File: src/rtl/tcp_port_encap_if.sv
// IP header + byte-wide payload stream bundle shared by the IP-layer blocks.
// The master drives the header fields, header valid and the payload beat;
// the slave drives both readies.
interface ip_intf;
  logic        ip_hdr_valid;
  logic        ip_hdr_ready;
  logic [47:0] eth_dest_mac;
  logic [47:0] eth_src_mac;
  logic [15:0] eth_type;
  logic [3:0]  ip_version;
  logic [3:0]  ip_ihl;
  logic [5:0]  ip_dscp;
  logic [1:0]  ip_ecn;
  logic [15:0] ip_length;
  logic [15:0] ip_identification;
  logic [2:0]  ip_flags;
  logic [12:0] ip_fragment_offset;
  logic [7:0]  ip_ttl;
  logic [7:0]  ip_protocol;
  logic [15:0] ip_header_checksum;
  logic [31:0] ip_source_ip;
  logic [31:0] ip_dest_ip;
  logic [7:0]  ip_payload_axis_tdata;
  logic        ip_payload_axis_tvalid;
  logic        ip_payload_axis_tready;
  logic        ip_payload_axis_tlast;

  modport MASTER (
    output ip_hdr_valid, eth_dest_mac, eth_src_mac, eth_type,
           ip_version, ip_ihl, ip_dscp, ip_ecn, ip_length, ip_identification,
           ip_flags, ip_fragment_offset, ip_ttl, ip_protocol, ip_header_checksum,
           ip_source_ip, ip_dest_ip,
           ip_payload_axis_tdata, ip_payload_axis_tvalid, ip_payload_axis_tlast,
    input  ip_hdr_ready, ip_payload_axis_tready
  );

  modport SLAVE (
    input  ip_hdr_valid, eth_dest_mac, eth_src_mac, eth_type,
           ip_version, ip_ihl, ip_dscp, ip_ecn, ip_length, ip_identification,
           ip_flags, ip_fragment_offset, ip_ttl, ip_protocol, ip_header_checksum,
           ip_source_ip, ip_dest_ip,
           ip_payload_axis_tdata, ip_payload_axis_tvalid, ip_payload_axis_tlast,
    output ip_hdr_ready, ip_payload_axis_tready
  );
endinterface

File: src/rtl/tcp_port_encap.sv
// TCP port encapsulator: takes an IP header plus a TCP port pair, re-emits the
// header with ip_length + 4 and a zeroed checksum, then emits the 4 port bytes
// (src hi, src lo, dest hi, dest lo) ahead of the untouched payload stream.
module tcp_port_encap (
  input  logic        i_clk,
  input  logic        i_rst,
  ip_intf.SLAVE       s_ip,
  ip_intf.MASTER      m_ip,
  input  logic [15:0] i_tcp_src,
  input  logic [15:0] i_tcp_dest,
  input  logic        i_tcp_ports_valid,
  output logic        o_tcp_ports_ready
);

  typedef enum logic [1:0] {
    IDLE    = 2'd0,
    HDR     = 2'd1,
    PORTS   = 2'd2,
    PAYLOAD = 2'd3
  } state_e;

  typedef struct packed {
    logic [3:0]  version;
    logic [3:0]  ihl;
    logic [5:0]  dscp;
    logic [1:0]  ecn;
    logic [15:0] length;
    logic [15:0] identification;
    logic [2:0]  flags;
    logic [12:0] fragment_offset;
    logic [7:0]  ttl;
    logic [7:0]  protocol;
    logic [15:0] checksum;
    logic [31:0] source_ip;
    logic [31:0] dest_ip;
  } ip_hdr_t;

  state_e      state_q;
  logic [1:0]  cnt_q;
  ip_hdr_t     hdr_q;
  ip_hdr_t     hdr_d;
  logic [15:0] src_q;
  logic [15:0] dest_q;
  logic        hdr_accept;
  logic [7:0]  port_byte;

  // Header and ports are only ever taken together, and never while in reset.
  assign hdr_accept = (state_q == IDLE) && !i_rst &&
                      s_ip.ip_hdr_valid && i_tcp_ports_valid;

  // Gather the incoming header into one record for latching.
  always_comb begin
    hdr_d.version         = s_ip.ip_version;
    hdr_d.ihl             = s_ip.ip_ihl;
    hdr_d.dscp            = s_ip.ip_dscp;
    hdr_d.ecn             = s_ip.ip_ecn;
    hdr_d.length          = s_ip.ip_length;
    hdr_d.identification  = s_ip.ip_identification;
    hdr_d.flags           = s_ip.ip_flags;
    hdr_d.fragment_offset = s_ip.ip_fragment_offset;
    hdr_d.ttl             = s_ip.ip_ttl;
    hdr_d.protocol        = s_ip.ip_protocol;
    hdr_d.checksum        = s_ip.ip_header_checksum;
    hdr_d.source_ip       = s_ip.ip_source_ip;
    hdr_d.dest_ip         = s_ip.ip_dest_ip;
  end

  // Packet sequencing: accept, emit header, emit 4 port bytes, pass payload.
  // NOTE: state is updated with <= so every register samples pre-edge values;
  // blocking assignments here would make later reads see the new value.
  always_ff @(posedge i_clk) begin
    if (i_rst) begin
      // NOTE: the latched header/ports are plain registers, so they are reset
      // too; outputs built from them are then defined from the first cycle.
      state_q <= IDLE;
      cnt_q   <= '0;
      hdr_q   <= '0;
      src_q   <= '0;
      dest_q  <= '0;
    end else begin
      case (state_q)
        IDLE: begin
          if (hdr_accept) begin
            hdr_q   <= hdr_d;
            src_q   <= i_tcp_src;
            dest_q  <= i_tcp_dest;
            state_q <= HDR;
          end
        end
        HDR: begin
          if (m_ip.ip_hdr_ready) begin
            cnt_q   <= '0;
            state_q <= PORTS;
          end
        end
        PORTS: begin
          if (m_ip.ip_payload_axis_tready) begin
            cnt_q <= cnt_q + 2'd1;
            if (cnt_q == 2'd3) state_q <= PAYLOAD;
          end
        end
        PAYLOAD: begin
          if (s_ip.ip_payload_axis_tvalid && m_ip.ip_payload_axis_tready &&
              s_ip.ip_payload_axis_tlast) begin
            state_q <= IDLE;
          end
        end
        default: state_q <= IDLE;
      endcase
    end
  end

  // Select the big-endian port byte for the current beat.
  always_comb begin
    case (cnt_q)
      2'd0:    port_byte = src_q[15:8];
      2'd1:    port_byte = src_q[7:0];
      2'd2:    port_byte = dest_q[15:8];
      default: port_byte = dest_q[7:0];
    endcase
  end

  // Handshake and beat outputs per state; everything is held low during reset.
  // NOTE: each output gets a default first so no path leaves it unassigned,
  // which would otherwise infer a latch.
  always_comb begin
    s_ip.ip_hdr_ready           = 1'b0;
    o_tcp_ports_ready           = 1'b0;
    s_ip.ip_payload_axis_tready = 1'b0;
    m_ip.ip_hdr_valid           = 1'b0;
    m_ip.ip_payload_axis_tvalid = 1'b0;
    m_ip.ip_payload_axis_tdata  = 8'h00;
    m_ip.ip_payload_axis_tlast  = 1'b0;
    if (!i_rst) begin
      case (state_q)
        IDLE: begin
          s_ip.ip_hdr_ready = hdr_accept;
          o_tcp_ports_ready = hdr_accept;
        end
        HDR: begin
          m_ip.ip_hdr_valid = 1'b1;
        end
        PORTS: begin
          m_ip.ip_payload_axis_tvalid = 1'b1;
          m_ip.ip_payload_axis_tdata  = port_byte;
        end
        PAYLOAD: begin
          m_ip.ip_payload_axis_tvalid = s_ip.ip_payload_axis_tvalid;
          m_ip.ip_payload_axis_tdata  = s_ip.ip_payload_axis_tdata;
          m_ip.ip_payload_axis_tlast  = s_ip.ip_payload_axis_tlast;
          s_ip.ip_payload_axis_tready = m_ip.ip_payload_axis_tready;
        end
        default: ;
      endcase
    end
  end

  // Outgoing header: latched fields, length grown by the 4 port bytes
  // (16-bit wrap), checksum left for the IP encapsulator to fill in.
  assign m_ip.eth_dest_mac       = 48'h0;
  assign m_ip.eth_src_mac        = 48'h0;
  assign m_ip.eth_type           = 16'h0;
  assign m_ip.ip_version         = hdr_q.version;
  assign m_ip.ip_ihl             = hdr_q.ihl;
  assign m_ip.ip_dscp            = hdr_q.dscp;
  assign m_ip.ip_ecn             = hdr_q.ecn;
  assign m_ip.ip_length          = hdr_q.length + 16'd4;
  assign m_ip.ip_identification  = hdr_q.identification;
  assign m_ip.ip_flags           = hdr_q.flags;
  assign m_ip.ip_fragment_offset = hdr_q.fragment_offset;
  assign m_ip.ip_ttl             = hdr_q.ttl;
  assign m_ip.ip_protocol        = hdr_q.protocol;
  assign m_ip.ip_header_checksum = 16'h0;
  assign m_ip.ip_source_ip       = hdr_q.source_ip;
  assign m_ip.ip_dest_ip         = hdr_q.dest_ip;

  // Upstream Ethernet fields and the incoming checksum are deliberately dropped.
  logic unused_ok;
  assign unused_ok = ^{s_ip.eth_dest_mac, s_ip.eth_src_mac, s_ip.eth_type,
                       hdr_q.checksum};

endmodule

File: src/flat_wrapper.sv
// flat-port wrapper written by rule: the top's interface ports become plain ports
module tcp_port_encap_flat 
  (i_clk, i_rst, i_tcp_src, i_tcp_dest, i_tcp_ports_valid, o_tcp_ports_ready, s_ip_ip_hdr_valid, s_ip_eth_dest_mac, s_ip_eth_src_mac, s_ip_eth_type, s_ip_ip_version, s_ip_ip_ihl, s_ip_ip_dscp, s_ip_ip_ecn, s_ip_ip_length, s_ip_ip_identification, s_ip_ip_flags, s_ip_ip_fragment_offset, s_ip_ip_ttl, s_ip_ip_protocol, s_ip_ip_header_checksum, s_ip_ip_source_ip, s_ip_ip_dest_ip, s_ip_ip_payload_axis_tdata, s_ip_ip_payload_axis_tvalid, s_ip_ip_payload_axis_tlast, s_ip_ip_hdr_ready, s_ip_ip_payload_axis_tready, m_ip_ip_hdr_valid, m_ip_eth_dest_mac, m_ip_eth_src_mac, m_ip_eth_type, m_ip_ip_version, m_ip_ip_ihl, m_ip_ip_dscp, m_ip_ip_ecn, m_ip_ip_length, m_ip_ip_identification, m_ip_ip_flags, m_ip_ip_fragment_offset, m_ip_ip_ttl, m_ip_ip_protocol, m_ip_ip_header_checksum, m_ip_ip_source_ip, m_ip_ip_dest_ip, m_ip_ip_payload_axis_tdata, m_ip_ip_payload_axis_tvalid, m_ip_ip_payload_axis_tlast, m_ip_ip_hdr_ready, m_ip_ip_payload_axis_tready);
  ip_intf s_ip_i ();
  ip_intf m_ip_i ();
  input  logic i_clk;
  input  logic i_rst;
  input  logic [15:0] i_tcp_src;
  input  logic [15:0] i_tcp_dest;
  input  logic i_tcp_ports_valid;
  output logic o_tcp_ports_ready;
  input wire logic [$bits(s_ip_i.ip_hdr_valid)-1:0] s_ip_ip_hdr_valid;
  input wire logic [$bits(s_ip_i.eth_dest_mac)-1:0] s_ip_eth_dest_mac;
  input wire logic [$bits(s_ip_i.eth_src_mac)-1:0] s_ip_eth_src_mac;
  input wire logic [$bits(s_ip_i.eth_type)-1:0] s_ip_eth_type;
  input wire logic [$bits(s_ip_i.ip_version)-1:0] s_ip_ip_version;
  input wire logic [$bits(s_ip_i.ip_ihl)-1:0] s_ip_ip_ihl;
  input wire logic [$bits(s_ip_i.ip_dscp)-1:0] s_ip_ip_dscp;
  input wire logic [$bits(s_ip_i.ip_ecn)-1:0] s_ip_ip_ecn;
  input wire logic [$bits(s_ip_i.ip_length)-1:0] s_ip_ip_length;
  input wire logic [$bits(s_ip_i.ip_identification)-1:0] s_ip_ip_identification;
  input wire logic [$bits(s_ip_i.ip_flags)-1:0] s_ip_ip_flags;
  input wire logic [$bits(s_ip_i.ip_fragment_offset)-1:0] s_ip_ip_fragment_offset;
  input wire logic [$bits(s_ip_i.ip_ttl)-1:0] s_ip_ip_ttl;
  input wire logic [$bits(s_ip_i.ip_protocol)-1:0] s_ip_ip_protocol;
  input wire logic [$bits(s_ip_i.ip_header_checksum)-1:0] s_ip_ip_header_checksum;
  input wire logic [$bits(s_ip_i.ip_source_ip)-1:0] s_ip_ip_source_ip;
  input wire logic [$bits(s_ip_i.ip_dest_ip)-1:0] s_ip_ip_dest_ip;
  input wire logic [$bits(s_ip_i.ip_payload_axis_tdata)-1:0] s_ip_ip_payload_axis_tdata;
  input wire logic [$bits(s_ip_i.ip_payload_axis_tvalid)-1:0] s_ip_ip_payload_axis_tvalid;
  input wire logic [$bits(s_ip_i.ip_payload_axis_tlast)-1:0] s_ip_ip_payload_axis_tlast;
  output wire logic [$bits(s_ip_i.ip_hdr_ready)-1:0] s_ip_ip_hdr_ready;
  output wire logic [$bits(s_ip_i.ip_payload_axis_tready)-1:0] s_ip_ip_payload_axis_tready;
  output wire logic [$bits(m_ip_i.ip_hdr_valid)-1:0] m_ip_ip_hdr_valid;
  output wire logic [$bits(m_ip_i.eth_dest_mac)-1:0] m_ip_eth_dest_mac;
  output wire logic [$bits(m_ip_i.eth_src_mac)-1:0] m_ip_eth_src_mac;
  output wire logic [$bits(m_ip_i.eth_type)-1:0] m_ip_eth_type;
  output wire logic [$bits(m_ip_i.ip_version)-1:0] m_ip_ip_version;
  output wire logic [$bits(m_ip_i.ip_ihl)-1:0] m_ip_ip_ihl;
  output wire logic [$bits(m_ip_i.ip_dscp)-1:0] m_ip_ip_dscp;
  output wire logic [$bits(m_ip_i.ip_ecn)-1:0] m_ip_ip_ecn;
  output wire logic [$bits(m_ip_i.ip_length)-1:0] m_ip_ip_length;
  output wire logic [$bits(m_ip_i.ip_identification)-1:0] m_ip_ip_identification;
  output wire logic [$bits(m_ip_i.ip_flags)-1:0] m_ip_ip_flags;
  output wire logic [$bits(m_ip_i.ip_fragment_offset)-1:0] m_ip_ip_fragment_offset;
  output wire logic [$bits(m_ip_i.ip_ttl)-1:0] m_ip_ip_ttl;
  output wire logic [$bits(m_ip_i.ip_protocol)-1:0] m_ip_ip_protocol;
  output wire logic [$bits(m_ip_i.ip_header_checksum)-1:0] m_ip_ip_header_checksum;
  output wire logic [$bits(m_ip_i.ip_source_ip)-1:0] m_ip_ip_source_ip;
  output wire logic [$bits(m_ip_i.ip_dest_ip)-1:0] m_ip_ip_dest_ip;
  output wire logic [$bits(m_ip_i.ip_payload_axis_tdata)-1:0] m_ip_ip_payload_axis_tdata;
  output wire logic [$bits(m_ip_i.ip_payload_axis_tvalid)-1:0] m_ip_ip_payload_axis_tvalid;
  output wire logic [$bits(m_ip_i.ip_payload_axis_tlast)-1:0] m_ip_ip_payload_axis_tlast;
  input wire logic [$bits(m_ip_i.ip_hdr_ready)-1:0] m_ip_ip_hdr_ready;
  input wire logic [$bits(m_ip_i.ip_payload_axis_tready)-1:0] m_ip_ip_payload_axis_tready;
  assign s_ip_i.ip_hdr_valid = s_ip_ip_hdr_valid;
  assign s_ip_i.eth_dest_mac = s_ip_eth_dest_mac;
  assign s_ip_i.eth_src_mac = s_ip_eth_src_mac;
  assign s_ip_i.eth_type = s_ip_eth_type;
  assign s_ip_i.ip_version = s_ip_ip_version;
  assign s_ip_i.ip_ihl = s_ip_ip_ihl;
  assign s_ip_i.ip_dscp = s_ip_ip_dscp;
  assign s_ip_i.ip_ecn = s_ip_ip_ecn;
  assign s_ip_i.ip_length = s_ip_ip_length;
  assign s_ip_i.ip_identification = s_ip_ip_identification;
  assign s_ip_i.ip_flags = s_ip_ip_flags;
  assign s_ip_i.ip_fragment_offset = s_ip_ip_fragment_offset;
  assign s_ip_i.ip_ttl = s_ip_ip_ttl;
  assign s_ip_i.ip_protocol = s_ip_ip_protocol;
  assign s_ip_i.ip_header_checksum = s_ip_ip_header_checksum;
  assign s_ip_i.ip_source_ip = s_ip_ip_source_ip;
  assign s_ip_i.ip_dest_ip = s_ip_ip_dest_ip;
  assign s_ip_i.ip_payload_axis_tdata = s_ip_ip_payload_axis_tdata;
  assign s_ip_i.ip_payload_axis_tvalid = s_ip_ip_payload_axis_tvalid;
  assign s_ip_i.ip_payload_axis_tlast = s_ip_ip_payload_axis_tlast;
  assign s_ip_ip_hdr_ready = s_ip_i.ip_hdr_ready;
  assign s_ip_ip_payload_axis_tready = s_ip_i.ip_payload_axis_tready;
  assign m_ip_ip_hdr_valid = m_ip_i.ip_hdr_valid;
  assign m_ip_eth_dest_mac = m_ip_i.eth_dest_mac;
  assign m_ip_eth_src_mac = m_ip_i.eth_src_mac;
  assign m_ip_eth_type = m_ip_i.eth_type;
  assign m_ip_ip_version = m_ip_i.ip_version;
  assign m_ip_ip_ihl = m_ip_i.ip_ihl;
  assign m_ip_ip_dscp = m_ip_i.ip_dscp;
  assign m_ip_ip_ecn = m_ip_i.ip_ecn;
  assign m_ip_ip_length = m_ip_i.ip_length;
  assign m_ip_ip_identification = m_ip_i.ip_identification;
  assign m_ip_ip_flags = m_ip_i.ip_flags;
  assign m_ip_ip_fragment_offset = m_ip_i.ip_fragment_offset;
  assign m_ip_ip_ttl = m_ip_i.ip_ttl;
  assign m_ip_ip_protocol = m_ip_i.ip_protocol;
  assign m_ip_ip_header_checksum = m_ip_i.ip_header_checksum;
  assign m_ip_ip_source_ip = m_ip_i.ip_source_ip;
  assign m_ip_ip_dest_ip = m_ip_i.ip_dest_ip;
  assign m_ip_ip_payload_axis_tdata = m_ip_i.ip_payload_axis_tdata;
  assign m_ip_ip_payload_axis_tvalid = m_ip_i.ip_payload_axis_tvalid;
  assign m_ip_ip_payload_axis_tlast = m_ip_i.ip_payload_axis_tlast;
  assign m_ip_i.ip_hdr_ready = m_ip_ip_hdr_ready;
  assign m_ip_i.ip_payload_axis_tready = m_ip_ip_payload_axis_tready;
  tcp_port_encap u_core (.i_clk(i_clk), .i_rst(i_rst), .s_ip(s_ip_i), .m_ip(m_ip_i), .i_tcp_src(i_tcp_src), .i_tcp_dest(i_tcp_dest), .i_tcp_ports_valid(i_tcp_ports_valid), .o_tcp_ports_ready(o_tcp_ports_ready));
endmodule
File: config.mk
export PLATFORM = sky130hd
export DESIGN_NAME = tcp_port_encap_flat
export DESIGN_NICKNAME = d
export VERILOG_FILES = /design/src/rtl/tcp_port_encap_if.sv /design/src/rtl/tcp_port_encap.sv /design/src/flat_wrapper.sv
export SDC_FILE = /design/constraint.sdc
export NUM_CORES = 1
export LEC_CHECK = 0
export ABC_CLOCK_PERIOD_IN_PS = 2300
export CAP_MARGIN = 15
export CORE_AREA = 4 4 231 233
export DETAILED_ROUTE_END_ITERATION = 10
export DIE_AREA = 0 0 235 237
export HOLD_SLACK_MARGIN = 0.08
export PLACE_DENSITY = 0.56
export SLEW_MARGIN = 20
export SYNTH_ARGS = -nofsm -noshare
export SYNTH_HDL_FRONTEND = slang
export SYNTH_SLANG_ARGS = --single-unit
File: constraint.sdc
create_clock -name i_clk -period 2.3 [get_ports i_clk]
set_input_delay 0.345 -clock i_clk [delete_from_list [all_inputs] [get_ports i_clk]]
set_output_delay 0.345 -clock i_clk [all_outputs]
set_load 0.01 [all_outputs]
# --- Word-level counts from Yosys, hierarchy flattened ---
# Index checks and enable logic that the tools add are counted.
classes:
  addsub: 2
  n_eq_ne: 11
  muxes: 22
  n_reduce_logical: 12
op_table:
  columns: ["cell", "n"]
  rows:
  - ["$pmux W8 S3", 1]
  - ["$add A16 B3 Y16 const B", 1]
  - ["$pmux W8 S2", 1]
  - ["$mux W2", 7]
  - ["$mux W1", 9]
  - ["$eq A2 B2 Y1 const B", 4]
  - ["$mux W8", 1]
  - ["$pmux W2 S4", 1]
  - ["$ne A2 B1 Y1 const B", 3]
  - ["$logic_and A1 B1 Y1", 5]
  - ["$reduce_and A5 Y1", 1]
  - ["$eq A2 B1 Y1 const B", 2]
  - ["$logic_not A2 Y1", 2]
  - ["$ne A2 B2 Y1 const B", 2]
  - ["$pmux W2 S2", 1]
  - ["$reduce_and A3 Y1", 1]
  - ["$add A2 B1 Y2 const B", 1]
  - ["$pmux W1 S2", 1]
  - ["$reduce_and A2 Y1", 1]
  - ["$reduce_bool A2 Y1", 1]
  - ["$logic_not A1 Y1", 1]
totals:
  reg_bits: 180
  in_bits: 320
  out_inout_bits: 286

# --- Longest topological paths before layout ---
depth:
  ltp_word: 6
  depth_mapped: 8

# --- Least setup slack after synthesis ---
# OpenSTA, ideal clock, no wires.
synth_timing:
  kind: "register to output"
  start: "register u_core.cnt_q[0]"
  end: "output m_ip_ip_payload_axis_tdata[7]"
  arrival_ns: 1.426
  required_ns: 1.955
  slack_ns: 0.529
  stages_incl_launch_ff: 7
  path_buffers: 1
  path_cell_list: "dfxtp_1 inv_1 ha_1 clkbuf_1 a222oi_1 o21ai_0 a22o_1"
synth_via:
  elab_chain_cells: 4
synth_rtl:
  columns: ["item", "line", "source"]
  rows:
  - ["from (decl)", "tcp_port_encap.sv:39", "logic [1:0] cnt_q;"]
  - ["from (signal assigned)", "tcp_port_encap.sv:98", "cnt_q <= cnt_q + 2'd1;"]
  - ["$eq A2 B2 Y1 (tied with other cells)", "tcp_port_encap.sv:115", "case (cnt_q)"]
  - ["$pmux W8 S3 *", "tcp_port_encap.sv:115", null]
  - ["$pmux W8 S2 *", "tcp_port_encap.sv:135", "case (state_q)"]
  - ["$mux W8 *", "tcp_port_encap.sv:134", "if (!i_rst) begin"]
  - ["to (decl)", "flat_wrapper.sv:51", "output wire logic [$bits(m_ip_i.ip_payload_axis_tdata)-1:0] m_ip_ip_payload_axis_tdata;"]
# Every way passes the cells marked *; elsewhere a longest branch is shown, timed or not.

# --- Worst setup path after layout ---
layout_timing:
  start: "register u_core.cnt_q[1]"
  end: "output m_ip_ip_payload_axis_tdata[6]"
# The elaborated chain is that of the path after synthesis.

==> impl_metrics.csv <==
group,metric,value,unit
outcome,status,"finished, violations left",
outcome,violations,"setup timing",
floorplanning,std_cell_rows,83,
yosys,post_synth_inst_count,1142,
cts,ctsLongestPathBuffers,2,
yosys,synth.yosys.warnings,0,
cells_and_area,signed_area_change_from_the_synthesized_netlist_to_the_final_layout,38.2,%
drt,routed_wire_length,29800,um
timing,slew_hr,0.356,
timing,timing.final.hold_violations,0,
drt,ant_nets,0,
global_routing,maximum_number_of_pins_on_one_net_before_global_route_repair,112,
critical_path,cp_max_fo,4,
global_routing,grt_antenna_before_repair,18,
cts,tritoncts.num_buffers,17,
floorplanning,placeableCoreArea,51200,um^2
hold_path,hold_class,"input pin to flop",
yosys,distinct_cell_type_count_of_the_synthesized_netlist,29,
critical_path,path_class,"flop to output pin",
timing,max_clock_freq,427,MHz
timing,final.min_clock_period,2.34,ns
cts,clk_transition_reported_paths,0.07,ns
power_and_ir_drop,worst_ir_drop_vdd,439,uV
timing,slew_at_the_pin_with_the_worst_max_slew_slack,0.966,ns
power_and_ir_drop,design_power_total,8720,uW
drt,vias_per_cell,3.62,
global_routing,first_global_vias,7132,
floorplanning,die_width,235,um
global_routing,grt_first_pass_wirelength,43700,um
timing,slew_viol_final,0,
cells_and_area,layout-drive-gt1-share,0.0726,
place,io_buffer_count,349,
cts,clkLatencyLatePin,0.49,ns
place,global_placement_routability_congestion,0.791,
drt,drtPass1Iterations,7,
floorplanning,fp.dieArea,55700,um^2
timing,post-route-period-util,1.02,
drt,route.vias.total,7396,
cts,hold_buffers,0,
global_routing,groute.usage.overall,0.104,
power_and_ir_drop,power_leakage,0.00472,uW
cells_and_area,final_net_count,1680,
yosys,syn_area,9280,um^2
drt,drt-initial-drc-count,252,
flow_run,max-cap-violations,0,
cells_and_area,post_route_cell_area,12800,um^2
power_and_ir_drop,power_per_cell_area,680,nW/um^2
critical_path,setup.worst_path.end_class,"output pin",
place,preCtsSetupSlack,-0.157,ns
yosys,synth-seq-cells,180,
timing,maximum_clock_skew_at_final_layout,0.0162,ns
place,post-dp-hpwl,22900,um
timing,hold-worst-slack,0.391,ns
floorplanning,initial_core_utilization,0.181,
critical_path,cp_data_required_time,1.96,ns
yosys,synth.yosys.seq_area_share,0.388,
place,placed_area,12200,um^2
cts,cts.root.buffer_cell,"clkbuf_16",
cts,number_of_clock_sinks_seen_by_cts,180,
timing,rsz0062_at_grt,"true",
yosys,avgSynthCellArea,8.12,um^2
drt,avgRoutedWirePerCell,14.6,um
timing,setup_viol,6,
critical_path,crit_arrival,2.00,ns
timing,setup_ws,-0.0421,ns
floorplanning,die_h,237,um
drt,remaining_drc_errors,0,
floorplanning,num_io_pins,606,
cts,tritoncts_clock_tree,"built",
cts,htreeDepth,4,
critical_path,crit_path_start_kind,"flop",
global_routing,grt_overflow,0,
[synth_stat cells (all sizes together)]
master   instances  share of area
dfxtp          180           0.39
a31o             2         0.0019
nor2b            5         0.0034
clkbuf          42          0.018
and2             2         0.0013
and4             1        0.00094
o31ai            3         0.0024
inv              6         0.0024
nand3            7         0.0038
nand4            3         0.0020
ha              10          0.013
o21ai          186           0.10
buf            285           0.23
nor3b            2         0.0022
nand2          190          0.077
xor2             2         0.0019
a222oi           8         0.0086
and3             3         0.0020
nor2             4         0.0016
o2111ai          1        0.00094
conb             1        0.00040
nand2b         175           0.12
xnor2           10         0.0094
a22o             8         0.0076
a21oi            6         0.0032
[critical path, stage by stage, from the launching register on]
cell and delay, ns:
dfxtp_4 0.37, inv_4 0.05, ha_4 0.17, buf_6 0.11, a222oi_1 0.31, o21ai_1 0.15, a22o_1 0.21, buf_2 0.14
[worst paths after layout]
kind,startpoint,to,slack [ns],cells past startpoint
setup / recovery,u_core.cnt_q[1],m_ip_ip_payload_axis_tdata[6],-0.04,7
hold / removal,s_ip_ip_length[3],u_core.hdr_q[131],0.39,3
setup reg to reg,u_core.state_q[1],u_core.dest_q[0],0.30,8
hold reg to reg,u_core.m_ip.ip_source_ip[25],u_core.m_ip.ip_source_ip[25],0.47,2
[cell type report]
type | count | area, um^2
Inverter | 6 | 27.5
Fill cell | 5591 | 38400
Timing Repair Buffer | 389 | 3830
Sequential cell | 180 | 3610
Multi-Input combinational cell | 756 | 3910
Tap cell | 680 | 851
Clock buffer | 18 | 429
Clock inverter | 14 | 164
Antenna cell | 1 | 2.50
[cell families after synthesis]
family,count (synthesis),share of synthesized area
compound gates,214,0.125
xor+xnor,12,0.0113
buf+inv,333,0.249
fa+ha+maj,10,0.0135
other cells,1,0.000404
flops,180,0.388
simple gates,392,0.212
[state kept, by name, indices dropped and copies added (netlist names)]
signal                          count
u_core.m_ip.ip_dest_ip             32
u_core.m_ip.ip_source_ip           32
u_core.dest_q                      16
u_core.hdr_q                       16
u_core.m_ip.ip_identification      16
u_core.src_q                       16
u_core.m_ip.ip_fragment_offset     13
u_core.m_ip.ip_protocol             8
u_core.m_ip.ip_ttl                  8
u_core.m_ip.ip_dscp                 6
u_core.m_ip.ip_ihl                  4
u_core.m_ip.ip_version              4
u_core.m_ip.ip_flags                3
u_core.cnt_q                        2
u_core.m_ip.ip_ecn                  2
u_core.state_q                      2
[layer usage]
metal  wire, um  track usage
met4        464       0.0326
met3       3210       0.0602
met1      12600        0.122
met5        134            0
met2      13300        0.159
[power by group]
part | internal (uW) | total, uW | switching (uW) | leakage, uW
Clock | 1550 | 3030 | 1490 | 0.000289
Sequential | 3470 | 3670 | 206 | 0.00147
Combinational | 1090 | 2020 | 923 | 0.00296
Total | 6110 | 8720 | 2620 | 0.00472
[placed cells by master (no fill, tap or decap), drive strengths merged]
cell,Yosys,routed
clkinv,0,5
bufinv,0,1
xor2,2,2
o21ai,186,186
clkinvlp,0,1
and4,1,1
nor2,4,4
nand4,3,3
a222oi,8,8
buf,285,49
nand2b,175,175
and3,3,3
clkdlybuf4s50,0,324
inv,6,13
and2,2,2
a31o,2,2
a21oi,6,6
nor3b,2,2
xnor2,10,10
dlygate4sd2,0,14
o2111ai,1,1
dfxtp,180,180
a22o,8,8
conb,1,128
nand3,7,7
o31ai,3,3
ha,10,10
diode,0,1
nand2,190,190
clkbuf,42,19
nor2b,5,5
clkdlybuf4s15,0,1
[what timing repair did]
action,4_1_cts,5_1_grt
setup buffers,5,3
pin swaps,21,18
resized for setup,75,11
setup endpoints to repair,24,17
[stage by stage]
stage               setup TNS, ns  utilization  cells
finish                     -0.126        0.250   2044
CTS                        -0.764        0.250   2042
global placement           -0.627        0.237   2007
global route                -1.25        0.250   2044
detailed placement         -0.865        0.237   2007
floorplan                       0            -   1269
(Power assumes the default switching activity.)
